===== src/rtl/cluster_narrow_id_remap.sv =====
// Compresses wide cluster AXI IDs into a dense SoC ID space and restores them on R/B.
// Optional stall counters are built only when CLUSTER_ID_REMAP_PERF_EN is defined.
`timescale 1ns/1ps
module cluster_narrow_id_remap #(
  parameter int InIdWidth      = 6,
  parameter int OutIdWidth     = 4,
  parameter int MaxUniqIds     = 16,
  parameter int MaxTxnsPerId   = 4,
  parameter int AxPayloadWidth = 64,
  parameter int RPayloadWidth  = 67
) (
  input  logic                      clk_i,
  input  logic                      rst_ni,
  input  logic                      slv_ar_valid_i,
  output logic                      slv_ar_ready_o,
  input  logic [InIdWidth-1:0]      slv_ar_id_i,
  input  logic [AxPayloadWidth-1:0] slv_ar_payload_i,
  output logic                      mst_ar_valid_o,
  input  logic                      mst_ar_ready_i,
  output logic [OutIdWidth-1:0]     mst_ar_id_o,
  output logic [AxPayloadWidth-1:0] mst_ar_payload_o,
  input  logic                      slv_aw_valid_i,
  output logic                      slv_aw_ready_o,
  input  logic [InIdWidth-1:0]      slv_aw_id_i,
  input  logic [AxPayloadWidth-1:0] slv_aw_payload_i,
  output logic                      mst_aw_valid_o,
  input  logic                      mst_aw_ready_i,
  output logic [OutIdWidth-1:0]     mst_aw_id_o,
  output logic [AxPayloadWidth-1:0] mst_aw_payload_o,
  input  logic                      mst_r_valid_i,
  output logic                      mst_r_ready_o,
  input  logic [OutIdWidth-1:0]     mst_r_id_i,
  input  logic                      mst_r_last_i,
  input  logic [RPayloadWidth-1:0]  mst_r_payload_i,
  output logic                      slv_r_valid_o,
  input  logic                      slv_r_ready_i,
  output logic [InIdWidth-1:0]      slv_r_id_o,
  output logic                      slv_r_last_o,
  output logic [RPayloadWidth-1:0]  slv_r_payload_o,
  input  logic                      mst_b_valid_i,
  output logic                      mst_b_ready_o,
  input  logic [OutIdWidth-1:0]     mst_b_id_i,
  input  logic [1:0]                mst_b_resp_i,
  output logic                      slv_b_valid_o,
  input  logic                      slv_b_ready_i,
  output logic [InIdWidth-1:0]      slv_b_id_o,
  output logic [1:0]                slv_b_resp_o,
  output logic [31:0]               rd_stall_cnt_o,
  output logic [31:0]               wr_stall_cnt_o
);

  localparam int IdxW = (MaxUniqIds > 1) ? $clog2(MaxUniqIds) : 1;
  localparam int CntW = $clog2(MaxTxnsPerId + 1);
  localparam int NDir = 2;  // index 0 = read table, 1 = write table

  // Handshake semantics: a transfer happens on a cycle where valid and ready are both
  // high at the rising clock edge; valid never depends on ready of the same channel.

  logic [NDir-1:0][MaxUniqIds-1:0] vld_q, vld_d;
  logic [InIdWidth-1:0]            id_q  [NDir][MaxUniqIds];
  logic [InIdWidth-1:0]            id_d  [NDir][MaxUniqIds];
  logic [CntW-1:0]                 cnt_q [NDir][MaxUniqIds];
  logic [CntW-1:0]                 cnt_d [NDir][MaxUniqIds];

  logic [NDir-1:0]                 req_valid, dn_ready, can_map, req_fire, rsp_fire;
  logic [NDir-1:0]                 hit, free_found;
  logic [InIdWidth-1:0]            req_id    [NDir];
  logic [IdxW-1:0]                 hit_idx   [NDir];
  logic [IdxW-1:0]                 free_idx  [NDir];
  logic [IdxW-1:0]                 alloc_idx [NDir];
  logic [IdxW-1:0]                 rsp_idx   [NDir];
  logic [NDir-1:0][MaxUniqIds-1:0] inc_v, dec_v;

  assign req_valid  = {slv_aw_valid_i, slv_ar_valid_i};
  assign dn_ready   = {mst_aw_ready_i, mst_ar_ready_i};
  assign req_id[0]  = slv_ar_id_i;
  assign req_id[1]  = slv_aw_id_i;
  assign rsp_idx[0] = mst_r_id_i[IdxW-1:0];
  assign rsp_idx[1] = mst_b_id_i[IdxW-1:0];
  assign req_fire   = req_valid & dn_ready & can_map;
  assign rsp_fire   = {mst_b_valid_i & slv_b_ready_i,
                       mst_r_valid_i & slv_r_ready_i & mst_r_last_i};

  // Lookup uses only registered state, so an entry freed this cycle is not reusable until next.
  always_comb begin
    hit        = '0;
    free_found = '0;
    can_map    = '0;
    for (int d = 0; d < NDir; d++) begin
      hit_idx[d]   = '0;
      free_idx[d]  = '0;
      alloc_idx[d] = '0;
      for (int i = 0; i < MaxUniqIds; i++) begin
        if (vld_q[d][i] && (id_q[d][i] == req_id[d])) begin
          hit[d]     = 1'b1;
          hit_idx[d] = IdxW'(i);
        end
      end
      for (int i = MaxUniqIds - 1; i >= 0; i--) begin
        if (!vld_q[d][i]) begin
          free_found[d] = 1'b1;
          free_idx[d]   = IdxW'(i);
        end
      end
      can_map[d]   = hit[d] ? (cnt_q[d][hit_idx[d]] < CntW'(MaxTxnsPerId)) : free_found[d];
      alloc_idx[d] = hit[d] ? hit_idx[d] : free_idx[d];
    end
  end

  always_comb begin
    inc_v = '0;
    dec_v = '0;
    for (int d = 0; d < NDir; d++) begin
      for (int i = 0; i < MaxUniqIds; i++) begin
        inc_v[d][i] = req_fire[d] && (alloc_idx[d] == IdxW'(i));
        dec_v[d][i] = rsp_fire[d] && vld_q[d][i] && (rsp_idx[d] == IdxW'(i));
      end
    end
  end

  always_comb begin
    vld_d = vld_q;
    id_d  = id_q;
    cnt_d = cnt_q;
    for (int d = 0; d < NDir; d++) begin
      for (int i = 0; i < MaxUniqIds; i++) begin
        if (inc_v[d][i] && !dec_v[d][i]) begin
          vld_d[d][i] = 1'b1;
          id_d[d][i]  = req_id[d];
          cnt_d[d][i] = cnt_q[d][i] + CntW'(1);
        end else if (dec_v[d][i] && !inc_v[d][i]) begin
          cnt_d[d][i] = cnt_q[d][i] - CntW'(1);
          if (cnt_q[d][i] == CntW'(1)) vld_d[d][i] = 1'b0;
        end
      end
    end
  end

  always_ff @(posedge clk_i or negedge rst_ni) begin
    if (!rst_ni) begin
      vld_q <= '0;
      for (int d = 0; d < NDir; d++) begin
        for (int i = 0; i < MaxUniqIds; i++) begin
          id_q[d][i]  <= '0;
          cnt_q[d][i] <= '0;
        end
      end
    end else begin
      vld_q <= vld_d;
      id_q  <= id_d;
      cnt_q <= cnt_d;
    end
  end

  assign mst_ar_valid_o   = slv_ar_valid_i & can_map[0];
  assign slv_ar_ready_o   = mst_ar_ready_i & can_map[0];
  assign mst_ar_id_o      = OutIdWidth'(alloc_idx[0]);
  assign mst_ar_payload_o = slv_ar_payload_i;
  assign mst_aw_valid_o   = slv_aw_valid_i & can_map[1];
  assign slv_aw_ready_o   = mst_aw_ready_i & can_map[1];
  assign mst_aw_id_o      = OutIdWidth'(alloc_idx[1]);
  assign mst_aw_payload_o = slv_aw_payload_i;

  assign slv_r_valid_o    = mst_r_valid_i;
  assign mst_r_ready_o    = slv_r_ready_i;
  assign slv_r_id_o       = id_q[0][rsp_idx[0]];
  assign slv_r_last_o     = mst_r_last_i;
  assign slv_r_payload_o  = mst_r_payload_i;
  assign slv_b_valid_o    = mst_b_valid_i;
  assign mst_b_ready_o    = slv_b_ready_i;
  assign slv_b_id_o       = id_q[1][rsp_idx[1]];
  assign slv_b_resp_o     = mst_b_resp_i;

`ifdef CLUSTER_ID_REMAP_PERF_EN
  logic [NDir-1:0] stall;
  logic [31:0]     stall_cnt_q [NDir];

  assign stall = req_valid & ~can_map;

  always_ff @(posedge clk_i or negedge rst_ni) begin
    if (!rst_ni) begin
      for (int d = 0; d < NDir; d++) stall_cnt_q[d] <= '0;
    end else begin
      for (int d = 0; d < NDir; d++) begin
        if (stall[d] && (stall_cnt_q[d] != '1)) stall_cnt_q[d] <= stall_cnt_q[d] + 32'd1;
      end
    end
  end

  assign rd_stall_cnt_o = stall_cnt_q[0];
  assign wr_stall_cnt_o = stall_cnt_q[1];
`else
  assign rd_stall_cnt_o = '0;
  assign wr_stall_cnt_o = '0;
`endif

  // A response may only target an entry that holds outstanding transactions.
  for (genvar gd = 0; gd < NDir; gd++) begin : g_rsp_chk
    rsp_hits_valid_entry: assert property (@(posedge clk_i) disable iff (!rst_ni)
      rsp_fire[gd] |-> vld_q[gd][rsp_idx[gd]]);
  end

endmodule


===== config.mk =====
export PLATFORM = sky130hd
export DESIGN_NAME = cluster_narrow_id_remap
export DESIGN_NICKNAME = d
export VERILOG_FILES = /design/src/rtl/cluster_narrow_id_remap.sv
export SDC_FILE = /design/constraint.sdc
export NUM_CORES = 1
export LEC_CHECK = 0
export CAP_MARGIN = 20
export CELL_PAD_IN_SITES_DETAIL_PLACEMENT = 0
export CELL_PAD_IN_SITES_GLOBAL_PLACEMENT = 1
export CORE_MARGIN = 2
export CORE_UTILIZATION = 40
export CTS_CLUSTER_SIZE = 20
export DETAILED_ROUTE_END_ITERATION = 16
export PLACE_DENSITY_LB_ADDON = 0.1
export SLEW_MARGIN = 0
export SYNTH_ARGS = -nofsm -noshare
export SYNTH_HDL_FRONTEND = slang
export SYNTH_SLANG_ARGS = --single-unit

===== constraint.sdc =====
create_clock -name clk_i -period 4.8 [get_ports clk_i]
set_input_delay 0.96 -clock clk_i [delete_from_list [all_inputs] [get_ports clk_i]]
set_output_delay 0.96 -clock clk_i [all_outputs]
set_load 0.01 [all_outputs]

==> qor.yml, run 1 <==
status: "finished with violations"
violations: "negative setup slack"
grt_pass1_wl_um: 99490
synthFlopType: "dfrtp_1"
critPathMaxStageDelay_ns: 0.57
power.density_nw_per_um2: 320.5
finalSetupViolations: 2
globalplace.congestion: 0.8427
drive_gt1_share_pct: 34.15
crit_type: "input port to primary output"
grt_pass1_vias: 16380
synth_fa_ha_area_share_pct: 8.796
cts_hold_buffers: 0
cpMaxStageDelayCell: "or4_4"
peakVddDrop_mv: 0.2410
clock.fmax_ghz: 0.2054
ys_warn_count: 0
io_pins: 518
wl_per_cell_um: 21.39
die_y_um: 242.5
clkTransAtPathRegs_ns: 0.05
ys_seq_elements: 320
drv_slew: 0
synth_area_per_cell_um2: 10.71
synth-xor-area-share_pct: 9.852
worst_pin_slew_ns: 0.9591
vias: 15690
intPower_w: 0.006127
required_ns: 3.84
ys_seq_area_share_pct: 35.18
numPortBuffers: 59
grt_overflow: 0
clk_path_buf_depth: 3
maxCapViolCount: 0
coreArea_um2: 56280
synth.area.top_cells: "dfrtp_1, mux2_2, buf_4"
slew_headroom_pct: 36.06
async_flop_share_pct: 100.0
hold_viol: 0
synth-edff-count: 0
drt_iter0_drc: 690
worstPathMaxFanout: 6
yosys.area.top_type: "dfrtp_1"
groute.usage.overall_pct: 21.98
power.clock.fraction_pct: 37.5
path_cells: "buf_6, buf_6, xnor2_2, nand4_1, or4_4, o2111a_2, o32ai_4, mux4_2, a32o_2, buf_6, nor4_4, buf_2"
place_area_um2: 24870
synthMuxAreaShare_pct: 17.86
cts_buffers: 40
leakage_nw: 12.78
clkSinkCount: 320
clkLatencyLatePin_ns: 0.57
p_total_w: 0.008723
cp.arrival_ns: 3.91
rsz0062_at_grt: "yes"
synth_top_family_by_area: "multiplexers"
wl_um: 65140
p_sw_w: 0.002596
p_seq_share_pct: 39.9
dp_hpwl_um: 49700
netlist_area_um2: 22760
startpoint: "slv_aw_id_i[2]"
skew_ns: 0.01462
fin_crit_ns: 4.869
fin_area_um2: 27220
hp-class: "input port to asynchronous set/reset pin"
r2r_start: "id_q[47]$_DFFE_PN0P_"
synth_compound_area_share_pct: 6.163
synthCells: 2125
synth_top_area_share_pct: 35.18
area_delta_synth_final_pct: 19.58
ys_types: 63
crit_path_start_kind: "input port"
grt_max_degree: 102
via_per_inst: 5.151
crit_top_cell: "buf_6"
grt_antenna_before_repair: 1
power.share.combinational_pct: 22.6
cts_tree: "done"
fin_ws_ns: -0.06917
post-route-drc-count: 0
end_kind: "primary output"
ctsRootBufferMaster: "clkbuf_16"
min_period_over_period_pct: 101.4
cts_max_level: 2
dieWidth_um: 242.5
p_sw_share_pct: 29.76
fin_setup_tns_ns: -0.1050
final_nets: 2647
die_area_um2: 58820
firstDrtPassIters: 5
initial_core_util_pct: 40.44
rows: 87
n_antenna_cell: 0
ant_nets: 0
post_synth_and_or_nand_nor_area_fraction_pct: 8.785
cell type report:
class	count	area (µm²)
clock buffers	54	1155
flip-flops and latches	320	8008
multi-input cells	1369	12560
inverters	134	503.0
clock inverters	19	259.0
fillers	5148	29060
well taps	756	945.9
repair buffers	394	3786
placed cells by master, fill, tap and decap left out, types with 63 or more instances in the layout:
cell type / netlist / final
dfrtp_1: 320 / 320
o21ai_0: 70 / 68
nor2_1: 70 / 68
buf_4: 276 / 267
ha_1: 160 / 160
xnor2_1: 128 / 113
inv_1: 134 / 133
mux4_2: 63 / 63
mux2_2: 203 / 203
xor2_1: 128 / 121
conb_1: 1 / 64
cells by family after synthesis:
| kind of cell | after synthesis |
|---|---|
| flip-flops | 320 |
| buffers and inverters | 499 |
| multiplexers | 302 |
| other | 1 |
| adder cells (fa/ha/maj) | 160 |
| AND/OR/NAND/NOR | 370 |
| XOR/XNOR | 256 |
| AO/OA/AOI/OAI | 217 |
final timing paths:
check / end / slack (ns) / cells after the start
min in group clk_i: cnt_q[88]$_DFFE_PN0P_ / 0.51 / 2
worst min register to register: cnt_q[88]$_DFFE_PN0P_ / 0.51 / 2
worst max-delay path: slv_aw_ready_o / -0.07 / 12
max in group asynchronous: cnt_q[35]$_DFFE_PN0P_ / 3.26 / 2
worst min-delay path: cnt_q[84]$_DFFE_PN0P_ / 0.42 / 1
worst max register to register: id_q[52]$_DFFE_PN0P_ / 0.34 / 14
timing repair:
action	4_1_cts	5_1_grt
gates cloned	2	0
pin swaps	39	31
setup buffers	19	9
gates resized for setup	148	52
setup endpoints to repair	33	9
sequential cells by signal, indices dropped and copies added (netlist names):
signal	cells
id_q	192
cnt_q	96
vld_q	32
metrics by stage:
step,util (%),hold WS (ns),setup WS (ns),cells
after global routing,48.36,0.5018,-0.1178,3046
after floorplan,-,0.4753,0.002373,2188
after global placement,44.19,0.4885,-1.096,2946
after CTS,47.77,0.4991,-0.07089,3037
after detailed placement,44.19,0.4999,-1.141,2946
final,48.36,0.4228,-0.06917,3046
critical path, delay by kind of cell:
kind | cells | cell delay [ns]
AO/OA/AOI/OAI | 3 | 0.88
multiplexers | 1 | 0.55
buffers and inverters | 4 | 0.54
AND/OR/NAND/NOR | 3 | 0.84
XOR/XNOR | 1 | 0.13
power by group through the flow:
| stage | combinational [W] | clock, W | sequential (W) |
|---|---|---|---|
| floorplan | 0.00149 | 0 | 0.00337 |
| global placement | 0.00182 | 0 | 0.00351 |
| detailed placement | 0.00187 | 0 | 0.00351 |
| CTS | 0.00194 | 0.00337 | 0.00348 |
| global route | 0.00218 | 0.00349 | 0.00354 |
| finish | 0.00197 | 0.00327 | 0.00348 |
layer usage:
layer / vias to the layer above / share of wire (%) / track usage [%] / wire length [µm]
met5: - / 0.29 / 2.614 / 192
met4: 6 / 3.2 / 7.680 / 2100
met3: 133 / 5.7 / 5.838 / 3712
met2: 435 / 50 / 38.16 / 32440
met1: 7794 / 41 / 25.95 / 26690
li1: 7323 / - / - / -
cells in the mapped netlist, types with 3 or more instances:
library cell / instances
a211oi_1: 20
a21boi_0: 3
a21o_1: 31
a21oi_1: 40
a22o_1: 3
a31oi_1: 5
and2_1: 3
and3_1: 3
buf_1: 9
buf_2: 12
buf_4: 276
buf_6: 15
clkbuf_1: 53
dfrtp_1: 320
ha_1: 160
inv_1: 134
mux2_2: 203
mux2i_1: 36
mux4_2: 63
nand2_1: 63
nand2b_1: 11
nand3_1: 32
nand4_1: 51
nor2_1: 70
nor2b_1: 18
nor3_1: 27
nor3b_1: 7
nor4_1: 52
nor4_2: 3
o211ai_1: 7
o21ai_0: 70
o31ai_1: 17
or2_2: 4
or4_1: 13
xnor2_1: 128
xor2_1: 128
No activity file was read; power rests on OpenSTA's default activity.
==> run 2, diff against run 1 <==
==> constraint.sdc (replaced) <==
create_clock -name clk_i -period 4.97 [get_ports clk_i]
set_input_delay 0.994 -clock clk_i [delete_from_list [all_inputs] [get_ports clk_i]]
set_output_delay 0.994 -clock clk_i [all_outputs]
set_load 0.01 [all_outputs]
==> run 2 against run 1 <==
Net effect:
- the run still ends with negative setup slack left
- cell area down 0.42%
- clock power decreased by 3%
- first-iteration DRC count is 9.7% higher
- hold slack improved by 0.019 ns
- count of clock-buffer cells in the layout increased by 7
- global-route usage is 0.19 points higher
- sequential share of layout area increased by 0.12 points
- largest cell class unchanged
- largest power group unchanged
==> qor.yml, run 2 (same netlist as run 1, synthesis figures left out) <==
status: "finished with violations"
violations: "negative setup slack"
seqCellArea_um2: 8008
r2r_start: "id_q[79]$_DFFE_PN0P_"
end_kind: "primary output"
place_area_um2: 24770
nFillCells: 5197
grt_overflow: 0
crit_type: "input port to primary output"
die_area_um2: 58820
leakage_nw: 12.74
cts_tree: "done"
final_nets: 2647
rsz0062_at_grt: "yes"
clk_path_buf_depth: 3
area_delta_synth_final_pct: 19.08
maxCapViolCount: 0
initial_core_util_pct: 40.44
power.density_nw_per_um2: 309.6
rows: 87
finalSetupViolations: 2
drt_iter0_drc: 757
hold_viol: 0
drive_gt1_share_pct: 33.92
vias: 15750
worst_pin_slew_ns: 0.9727
largest_reg_flops: 192
dp_slack_ns: -0.8877
dieWidth_um: 242.5
drv_slew: 0
min_period_over_period_pct: 100.5
ant_nets: 0
hp-class: "input port to asynchronous set/reset pin"
p_total_w: 0.008392
wl_um: 65150
coreArea_um2: 56280
crit_path_start_kind: "input port"
clkTransAtPathRegs_ns: 0.05
grt_pass1_vias: 16690
final_common_cell: "dfrtp_1"
cp.arrival_ns: 4.00
dp_hpwl_um: 49550
largest-register: "id_q"
fin_ws_ns: -0.02397
n_antenna_cell: 0
fin_area_um2: 27100
fin_crit_ns: 4.994
grt_antenna_before_repair: 0
globalplace.congestion: 0.8778
groute.usage.overall_pct: 22.17
slew_headroom_pct: 35.01
numPortBuffers: 59
die_y_um: 242.5
required_ns: 3.98
ctsRootBufferMaster: "clkbuf_16"
io_pins: 518
multiInputGateArea_um2: 12490
cts_max_level: 2
grt_max_degree: 95
skew_ns: 0.02773
clkLatencyLatePin_ns: 0.58
firstDrtPassIters: 5
instances_no_fill: 3047
top_regs: "id_q x192, cnt_q x96, vld_q x32"
final_cell_mix: "dfrtp_1, buf_4, mux2_2, ha_1, inv_1"
clkSinkCount: 320
via_per_inst: 5.168
cts_buffers: 42
peakVddDrop_mv: 0.2155
wl_per_cell_um: 21.38
clock.fmax_ghz: 0.2002
fin_hold_ws_ns: 0.4416
worstPathMaxFanout: 7
post-route-drc-count: 0
dp.cells: 2936
startpoint: "slv_aw_id_i[5]"
grt_pass1_wl_um: 100300
## run 2: layer usage
metal  vias to the layer above  GRT usage (%)  part of all wire [%]
met3                       180          5.805                   5.9
met1                      7790          26.28                    41
met4                         4          10.78                   4.9
met2                       453          37.02                    48
li1                       7320              -                     -
met5                         -          2.614                  0.27
## run 2: through the flow
stage	utilization, %	setup TNS [ns]
after floorplan	-	0
after CTS	47.43	-0.07878
after global routing	48.16	-0.2746
after detailed placement	44.01	-104.54
final	48.16	-0.04370
after global placement	44.01	-95.77
## run 2: report_power, final
part           total, W  switching, W  internal [W]
logic           0.00187      0.000884      0.000981
registers       0.00336      0.000386       0.00297
clock network   0.00317       0.00125       0.00192
## run 2: final timing paths
check                                              to  slack, ns  depth (start not counted)
worst max-delay path                   slv_aw_ready_o      -0.02                         15
min in group clk_i              cnt_q[85]$_DFFE_PN0P_       0.51                          2
worst max register to register   id_q[62]$_DFFE_PN0P_       0.68                         15
worst min-delay path            cnt_q[84]$_DFFE_PN0P_       0.44                          1
max in group asynchronous       vld_q[19]$_DFFE_PN0P_       3.41                          2
worst min register to register  cnt_q[85]$_DFFE_PN0P_       0.51                          2
## run 2: worst max-delay path, cell delays in order
cell	delay [ns]
clkbuf_4	0.19
buf_4	0.16
buf_4	0.16
xor2_2	0.19
nor4_2	0.08
nor2b_1	0.14
o2111a_1	0.28
o32ai_4	0.34
buf_4	0.18
buf_6	0.10
mux4_2	0.53
nor3_4	0.29
buf_4	0.17
nor4_4	0.05
buf_2	0.15
## run 2: what timing repair did
action,4_1_cts,5_1_grt
pin swaps,30,37
hold buffers,0,0
resized for setup,118,62
endpoints found under the setup margin,12,17
setup buffers,18,23
## run 2: layout make-up
type,count,area share [%]
multi-input cells,1369,46.09
flip-flops and latches,320,29.55
well taps,756,3.490
clock buffers,61,4.774
clock inverters,15,0.6233
inverters,134,1.856
repair buffers,392,13.62
